**config.mk**
```make
export PLATFORM = sky130hd
export DESIGN_NAME = gate_arbiter_flat
export DESIGN_NICKNAME = d
export VERILOG_FILES = /design/src/rtl/gate_arbiter_pkg.sv /design/src/rtl/gate_arbiter_if.sv /design/src/rtl/gate_arbiter_free_spot_encoder.sv /design/src/rtl/gate_arbiter.sv /design/src/flat_wrapper.sv
export SDC_FILE = /design/constraint.sdc
export NUM_CORES = 1
export LEC_CHECK = 0
export CAP_MARGIN = 20
export CORE_UTILIZATION = 40
export DETAILED_ROUTE_END_ITERATION = 8
export GPL_TIMING_DRIVEN = 0
export PLACE_DENSITY = 0.71
export SLEW_MARGIN = 40
export SYNTH_ARGS = -nofsm -noshare
export SYNTH_HDL_FRONTEND = slang
export SYNTH_HIERARCHICAL = 1
export SYNTH_SLANG_ARGS = --single-unit
```
**constraint.sdc**
```tcl
create_clock -name CLK -period 2.6 [get_ports CLK]
set_input_delay 0.26 -clock CLK [delete_from_list [all_inputs] [get_ports CLK]]
set_output_delay 0.26 -clock CLK [all_outputs]
set_load 0.01 [all_outputs]
```
**src/rtl/gate_arbiter_pkg.sv**
```systemverilog
// Shared definitions for the parking-lot gate arbiter.
// Contents:
//   NUM_SPOTS / SPOT_W : lot size and spot index width (fixed at 4 spots)
//   state_e            : door sequencer states
//   dir_e              : direction of the current or most recent door window
//   count_free         : number of set bits in a free-spot vector
package parking_pkg;

  localparam int NUM_SPOTS = 4;
  localparam int SPOT_W    = 2;

  typedef enum logic [1:0] {
    IDLE,
    OPEN,
    CLOSE
  } state_e;

  typedef enum logic {
    ENTRY,
    EXIT
  } dir_e;

  function automatic logic [2:0] count_free(input logic [NUM_SPOTS-1:0] e);
    logic [2:0] cnt;
    cnt = '0;
    for (int i = 0; i < NUM_SPOTS; i++) begin
      cnt = cnt + 3'(e[i]);
    end
    return cnt;
  endfunction

endpackage

```
**src/rtl/gate_arbiter_if.sv**
```systemverilog
// Lane/arbiter bundle for the shared barrier door.
// Lane side (master) drives:
//   enter_req, exit_req, exit_spot, car_passed
// Arbiter side (slave) drives:
//   enter_gnt, exit_gnt, door_open, alloc_spot,
//   F (occupied), E (free), capacity, full, timeout, bad_exit
interface gate_arbiter_if;
  import parking_pkg::*;

  logic                 enter_req;
  logic                 exit_req;
  logic [SPOT_W-1:0]    exit_spot;
  logic                 car_passed;

  logic                 enter_gnt;
  logic                 exit_gnt;
  logic                 door_open;
  logic [SPOT_W-1:0]    alloc_spot;
  logic [NUM_SPOTS-1:0] F;
  logic [NUM_SPOTS-1:0] E;
  logic [2:0]           capacity;
  logic                 full;
  logic                 timeout;
  logic                 bad_exit;

  modport master (
    output enter_req, exit_req, exit_spot, car_passed,
    input  enter_gnt, exit_gnt, door_open, alloc_spot,
           F, E, capacity, full, timeout, bad_exit
  );

  modport slave (
    input  enter_req, exit_req, exit_spot, car_passed,
    output enter_gnt, exit_gnt, door_open, alloc_spot,
           F, E, capacity, full, timeout, bad_exit
  );

endinterface

```
**src/rtl/gate_arbiter_free_spot_encoder.sv**
```systemverilog
// Lowest-index free spot finder.
// Ports:
//   E_i        : free-spot vector, bit i = spot i free
//   idx_o      : index of the lowest set bit of E_i (0 when none set)
//   any_free_o : at least one spot is free
module free_spot_encoder
  import parking_pkg::*;
(
  input  logic [NUM_SPOTS-1:0] E_i,
  output logic [SPOT_W-1:0]    idx_o,
  output logic                 any_free_o
);

  always_comb begin
    idx_o      = '0;
    any_free_o = |E_i;
    // Scan downward so the lowest set bit is the last one written.
    for (int i = NUM_SPOTS - 1; i >= 0; i--) begin
      if (E_i[i]) begin
        idx_o = SPOT_W'(i);
      end
    end
  end

endmodule

```
**src/rtl/gate_arbiter.sv**
```systemverilog
// Barrier-door sequencer for a 4-spot lot shared by an entry and an exit lane.
// Arbitrates lane requests round-robin, times the door-open window, allocates
// the lowest free spot to entering cars and releases spots for exiting cars.
// Ports:
//   CLK : clock, all state updates on the rising edge
//   RST : synchronous active-high reset
//   bus : gate_arbiter_if.slave (lane requests in; grants, door, occupancy out)
// Parameters:
//   OPEN_CYCLES : longest door window waiting for car_passed (>= 2)
module gate_arbiter
  import parking_pkg::*;
#(
  parameter int OPEN_CYCLES = 8
) (
  input  logic           CLK,
  input  logic           RST,
  gate_arbiter_if.slave  bus
);

  localparam int TMR_W = (OPEN_CYCLES > 2) ? $clog2(OPEN_CYCLES) : 1;
  localparam logic [TMR_W-1:0] TMR_LAST = TMR_W'(OPEN_CYCLES - 1);

  state_e               state_q;
  // Written at every grant, so it names the current window's direction while
  // OPEN and the previous winner while IDLE.
  dir_e                 last_dir_q;
  logic [TMR_W-1:0]     timer_q;
  logic [NUM_SPOTS-1:0] F_q;
  logic [NUM_SPOTS-1:0] F_d;
  logic [2:0]           cap_q;
  logic                 full_q;
  logic [SPOT_W-1:0]    alloc_q;
  logic [SPOT_W-1:0]    exit_spot_q;
  logic                 enter_gnt_q;
  logic                 exit_gnt_q;
  logic                 door_q;
  logic                 timeout_q;

  logic [NUM_SPOTS-1:0] free_vec;
  logic [SPOT_W-1:0]    free_idx;
  logic                 any_free;
  logic                 entry_elig;
  logic                 exit_elig;
  logic                 grant_entry;
  logic                 grant_exit;
  logic                 commit;

  assign free_vec = ~F_q;

  free_spot_encoder u_enc (
    .E_i        (free_vec),
    .idx_o      (free_idx),
    .any_free_o (any_free)
  );

  // any_free is the complement of the registered full flag, both track F_q.
  assign entry_elig = bus.enter_req & any_free;
  assign exit_elig  = bus.exit_req & F_q[bus.exit_spot];

  // On a tie the lane that did not win last time goes first.
  assign grant_entry = (state_q == IDLE) & entry_elig &
                       (~exit_elig | (last_dir_q == EXIT));
  assign grant_exit  = (state_q == IDLE) & exit_elig & ~grant_entry;

  // A pass-through beats window expiry in the same cycle.
  assign commit = (state_q == OPEN) & bus.car_passed;

  always_comb begin
    F_d = F_q;
    if (commit) begin
      if (last_dir_q == ENTRY) begin
        F_d[alloc_q] = 1'b1;
      end else begin
        F_d[exit_spot_q] = 1'b0;
      end
    end
  end

  always_ff @(posedge CLK) begin
    if (RST) begin
      state_q     <= IDLE;
      last_dir_q  <= EXIT;
      timer_q     <= '0;
      F_q         <= '0;
      cap_q       <= 3'(NUM_SPOTS);
      full_q      <= 1'b0;
      alloc_q     <= '0;
      exit_spot_q <= '0;
      enter_gnt_q <= 1'b0;
      exit_gnt_q  <= 1'b0;
      door_q      <= 1'b0;
      timeout_q   <= 1'b0;
    end else begin
      enter_gnt_q <= 1'b0;
      exit_gnt_q  <= 1'b0;
      timeout_q   <= 1'b0;
      F_q         <= F_d;
      cap_q       <= count_free(~F_d);
      full_q      <= &F_d;

      case (state_q)
        IDLE: begin
          if (grant_entry) begin
            state_q     <= OPEN;
            door_q      <= 1'b1;
            enter_gnt_q <= 1'b1;
            timer_q     <= '0;
            last_dir_q  <= ENTRY;
            alloc_q     <= free_idx;
          end else if (grant_exit) begin
            state_q     <= OPEN;
            door_q      <= 1'b1;
            exit_gnt_q  <= 1'b1;
            timer_q     <= '0;
            last_dir_q  <= EXIT;
            exit_spot_q <= bus.exit_spot;
          end
        end

        OPEN: begin
          timer_q <= timer_q + TMR_W'(1);
          if (bus.car_passed) begin
            state_q <= CLOSE;
            door_q  <= 1'b0;
          end else if (timer_q == TMR_LAST) begin
            state_q   <= CLOSE;
            door_q    <= 1'b0;
            timeout_q <= 1'b1;
          end
        end

        CLOSE: begin
          state_q <= IDLE;
        end

        default: begin
          state_q <= IDLE;
          door_q  <= 1'b0;
        end
      endcase
    end
  end

  assign bus.enter_gnt  = enter_gnt_q;
  assign bus.exit_gnt   = exit_gnt_q;
  assign bus.door_open  = door_q;
  assign bus.alloc_spot = alloc_q;
  assign bus.F          = F_q;
  assign bus.E          = ~F_q;
  assign bus.capacity   = cap_q;
  assign bus.full       = full_q;
  assign bus.timeout    = timeout_q;
  // Exit against an empty spot is flagged only while the door is idle.
  assign bus.bad_exit   = (state_q == IDLE) & bus.exit_req & ~F_q[bus.exit_spot];

endmodule

```
**src/flat_wrapper.sv**
```systemverilog
// flat-port wrapper written by rule: the top's interface ports become plain ports
module gate_arbiter_flat import parking_pkg::*;
#(
  parameter int OPEN_CYCLES = 8
)
  (CLK, RST, bus_enter_req, bus_exit_req, bus_exit_spot, bus_car_passed, bus_enter_gnt, bus_exit_gnt, bus_door_open, bus_alloc_spot, bus_F, bus_E, bus_capacity, bus_full, bus_timeout, bus_bad_exit);
  gate_arbiter_if bus_i ();
  input  logic CLK;
  input  logic RST;
  input wire logic [$bits(bus_i.enter_req)-1:0] bus_enter_req;
  input wire logic [$bits(bus_i.exit_req)-1:0] bus_exit_req;
  input wire logic [$bits(bus_i.exit_spot)-1:0] bus_exit_spot;
  input wire logic [$bits(bus_i.car_passed)-1:0] bus_car_passed;
  output wire logic [$bits(bus_i.enter_gnt)-1:0] bus_enter_gnt;
  output wire logic [$bits(bus_i.exit_gnt)-1:0] bus_exit_gnt;
  output wire logic [$bits(bus_i.door_open)-1:0] bus_door_open;
  output wire logic [$bits(bus_i.alloc_spot)-1:0] bus_alloc_spot;
  output wire logic [$bits(bus_i.F)-1:0] bus_F;
  output wire logic [$bits(bus_i.E)-1:0] bus_E;
  output wire logic [$bits(bus_i.capacity)-1:0] bus_capacity;
  output wire logic [$bits(bus_i.full)-1:0] bus_full;
  output wire logic [$bits(bus_i.timeout)-1:0] bus_timeout;
  output wire logic [$bits(bus_i.bad_exit)-1:0] bus_bad_exit;
  assign bus_i.enter_req = bus_enter_req;
  assign bus_i.exit_req = bus_exit_req;
  assign bus_i.exit_spot = bus_exit_spot;
  assign bus_i.car_passed = bus_car_passed;
  assign bus_enter_gnt = bus_i.enter_gnt;
  assign bus_exit_gnt = bus_i.exit_gnt;
  assign bus_door_open = bus_i.door_open;
  assign bus_alloc_spot = bus_i.alloc_spot;
  assign bus_F = bus_i.F;
  assign bus_E = bus_i.E;
  assign bus_capacity = bus_i.capacity;
  assign bus_full = bus_i.full;
  assign bus_timeout = bus_i.timeout;
  assign bus_bad_exit = bus_i.bad_exit;
  gate_arbiter #(.OPEN_CYCLES(OPEN_CYCLES)) u_core (.CLK(CLK), .RST(RST), .bus(bus_i));
endmodule
```
==> results.cfg <==
[run_status]
status = completed

[routing]
drt-initial-drc-count = 14
avgRoutedWirePerCell_um = 13.4
routed_via_density = 5.45
via_count = 970
drc = 0
detail-route-antenna-nets = 0
met3WireLength_um = 87
dr.max_layer_used = met4
m1WireLength_um = 1100
first_pass_iters = 4
wirelength_um = 2380
met2WireLength_um = 1170

[floorplan]
ios = 26
die_w_um = 54.7
core-area_mm2 = 0.00254
initial_core_util = 0.437
die_h_um = 54.7
dieArea_mm2 = 0.00300
rows = 18

[global_route]
grt_max_degree = 13
grtUsageTotal = 0.177
grt_pass1_wl_um = 3750
overflow = 0
grt_pass1_vias = 873
grt_antenna_before_repair = 0

[yosys]
synthArstFlopShare = 0
syn_avg_cell_area_um2 = 9.27
synth_ff_type = dfxtp_1
synth_area_mm2 = 0.00111
synth_edf_count = 0
yosys_warnings = 6
yosysSeqAreaShare = 0.396
synthCells = 120
syn-num-nets = 133
synth_seq_cells = 22
ys_types = 37

[critical_path]
worstPathArrival_ns = 2.64
cp.required_ns = 2.80
crit_start = bus_car_passed
rr_endpoint = u_core/bus.capacity[2]
end_kind = register
critPathKind = input pin to register
startpoint_type = input pin
r2r-start = u_core/state_q[1]
rrSetupSlack_ns = 0.19
r2r_cells = 8
worstPathMaxFanout = 6

[timing]
relSlewSlack = 0.663
timing.hold.ws_ns = 0.453
tns_ns = 0
period_minus_slack_ns = 2.44
rsz0062_at_grt = no
layout_setup_ws_ns = 0.158
fin_crit_sh = 0.939
finalMaxSlewViolations = 0
hold_viol = 0
tightest_slew_ns = 0.503
fmax_mhz = 409
skew_ns = 0.00559
setup_viol = 0

[placement]
gp_congestion = 0.793
io_buffer_count = 24
dp_cells = 174
dpl_worst_slack_ns = -0.137
post-dp-hpwl_um = 1810

[clocking]
cts_setup_buffers = 0
cts-root-buf = clkbuf_4
cts_inserted_buffers = 3
clk_pin_slew_worst_paths_ns = 0.13
h-tree-depth = 1
clock-sinks = 22
clk_path_buf_depth = 2
postCtsResizedCells = 0
clock_latency_ns = 0.30
ctsHoldBuffers = 0
cts_tree = yes

[cells_and_area]
insertedDiodeCount = 0
nNetsFinal = 162
synthToLayoutAreaGrowth_pct = 28.2
multi_input_area_um2 = 593
drive_gt1_frac = 0.0946
final_cells = 178
n_fill_cell = 236
seq_area_um2 = 440

[power_and_ir_drop]
p_leak_nw = 0.520
pwr-share-comb = 0.127
max-vdd-ir-drop_mv = 0.241
total_power_mw = 0.622
netSwitchingFraction = 0.242
p_int_mw = 0.471
seqPwrFrac = 0.569
p_switching_mw = 0.150
power_density_mw_per_mm2 = 436
power_frac_clock = 0.304

[worst_hold_path]
hold_depth = 3
hold_end = u_core/bus.alloc_spot[0]
hp-class = input pin to register
hold_start = RST

[flow_run]
maxCapViolations = 0
[logic make-up (layout without fill, tap and decap cells)]
logic type / after synthesis / after routing / synth area share
AND/OR/NAND/NOR: 46 / 46 / 0.251
AO/OA/AOI/OAI: 24 / 24 / 0.170
flip-flops: 22 / 22 / 0.396
buffers and inverters: 19 / 47 / 0.0709
adder cells (fa/ha/maj): 6 / 6 / 0.0742
multiplexers: 3 / 3 / 0.0382
[state kept, by name, indices dropped and copies added, names as in the netlist]
register / flops
u_core/bus.alloc_spot: 2
u_core/exit_spot_q: 2
u_core/bus.F: 4
u_core/last_dir_q: 1
u_core/bus.exit_gnt: 1
u_core/state_q: 2
u_core/timer_q: 3
u_core/bus.capacity: 3
u_core/bus.door_open: 1
u_core/bus.full: 1
u_core/bus.timeout: 1
u_core/bus.enter_gnt: 1
[area by class of cell]
type | instances | area share
multi-input cells | 79 | 0.416
flip-flops and latches | 22 | 0.309
clock buffers | 4 | 0.0254
well taps | 30 | 0.0263
repair buffers | 24 | 0.168
inverters | 14 | 0.0368
plain buffers | 5 | 0.0184
[worst max-delay path, stage by stage]
cell and delay, ns:
clkdlybuf4s50_1 0.50, and4bb_2 0.33, a31oi_1 0.24, nor2_1 0.11, fa_1 0.55, inv_1 0.04
ha_1 0.18, ha_1 0.17, or2_2 0.26
[synthesized netlist by cell type (2+ instances only)]
cell type	number	area [um2]
and4bb_2	2	25.0
nor3_1	4	20.0
nor2_1	7	26.3
a31oi_1	2	12.5
nand4_1	4	25.0
inv_1	14	52.6
nand2b_1	8	50.1
nand3b_1	3	22.5
dfxtp_1	22	440
ha_1	5	62.6
a31o_1	2	17.5
nand3_1	4	20.0
a21oi_1	5	25.0
clkbuf_1	4	15.0
mux2i_1	2	20.0
nor2b_1	4	25.0
nand2_1	4	15.0
o32ai_1	2	17.5
a21oi_2	3	26.3
o31ai_1	2	15.0
[layer usage]
layer	vias up	track usage
li1	481	-
met1	461	0.210
met2	24	0.301
met3	4	0.0306
met4	0	0.0897
met5	-	0
[power by group through the flow]
| stage | logic (mW) | registers (mW) | clock network [mW] |
|---|---|---|---|
| global placement | 0.0772 | 0.361 | 0 |
| floorplan | 0.0460 | 0.362 | 0 |
| CTS | 0.0797 | 0.354 | 0.199 |
| detailed placement | 0.0791 | 0.361 | 0 |
| global route | 0.0871 | 0.355 | 0.210 |
| finish | 0.0791 | 0.354 | 0.189 |
[metrics by stage]
step            util  cell area (um2)
2_1_floorplan      -             1110
3_3_place_gp   0.546             1390
5_1_grt        0.560             1430
6_report       0.560             1430
4_1_cts        0.560             1430
3_5_place_dp   0.546             1390
[how the worst max path moves through the flow]
| stage | end | slack, ns | depth (start not counted) |
|---|---|---|---|
| 6_report | u_core/bus.capacity[2] | 0.16 | 9 |
| 5_1_grt | u_core/bus.capacity[2] | 0.005 | 9 |
| 4_1_cts | u_core/bus.capacity[2] | 0.18 | 9 |
| 3_5_place_dp | u_core/bus.capacity[2] | -0.14 | 9 |
| 3_3_place_gp | u_core/bus.capacity[2] | -0.13 | 9 |
| 2_1_floorplan | u_core/bus.capacity[2] | 0.39 | 8 |
[cells in the final DEF (no fill, tap or decap), drive strengths merged, types with 2 or more instances in the layout]
cell            n
a21oi           8
a31o            2
a31oi           2
and4bb          2
clkbuf          8
clkdlybuf4s50  24
dfxtp          22
ha              5
inv            14
mux2i           2
nand2           4
nand2b          8
nand3           4
nand3b          3
nand4           4
nor2            7
nor2b           4
nor3            4
o31ai           2
o32ai           2
(Power assumes the default switching activity.)
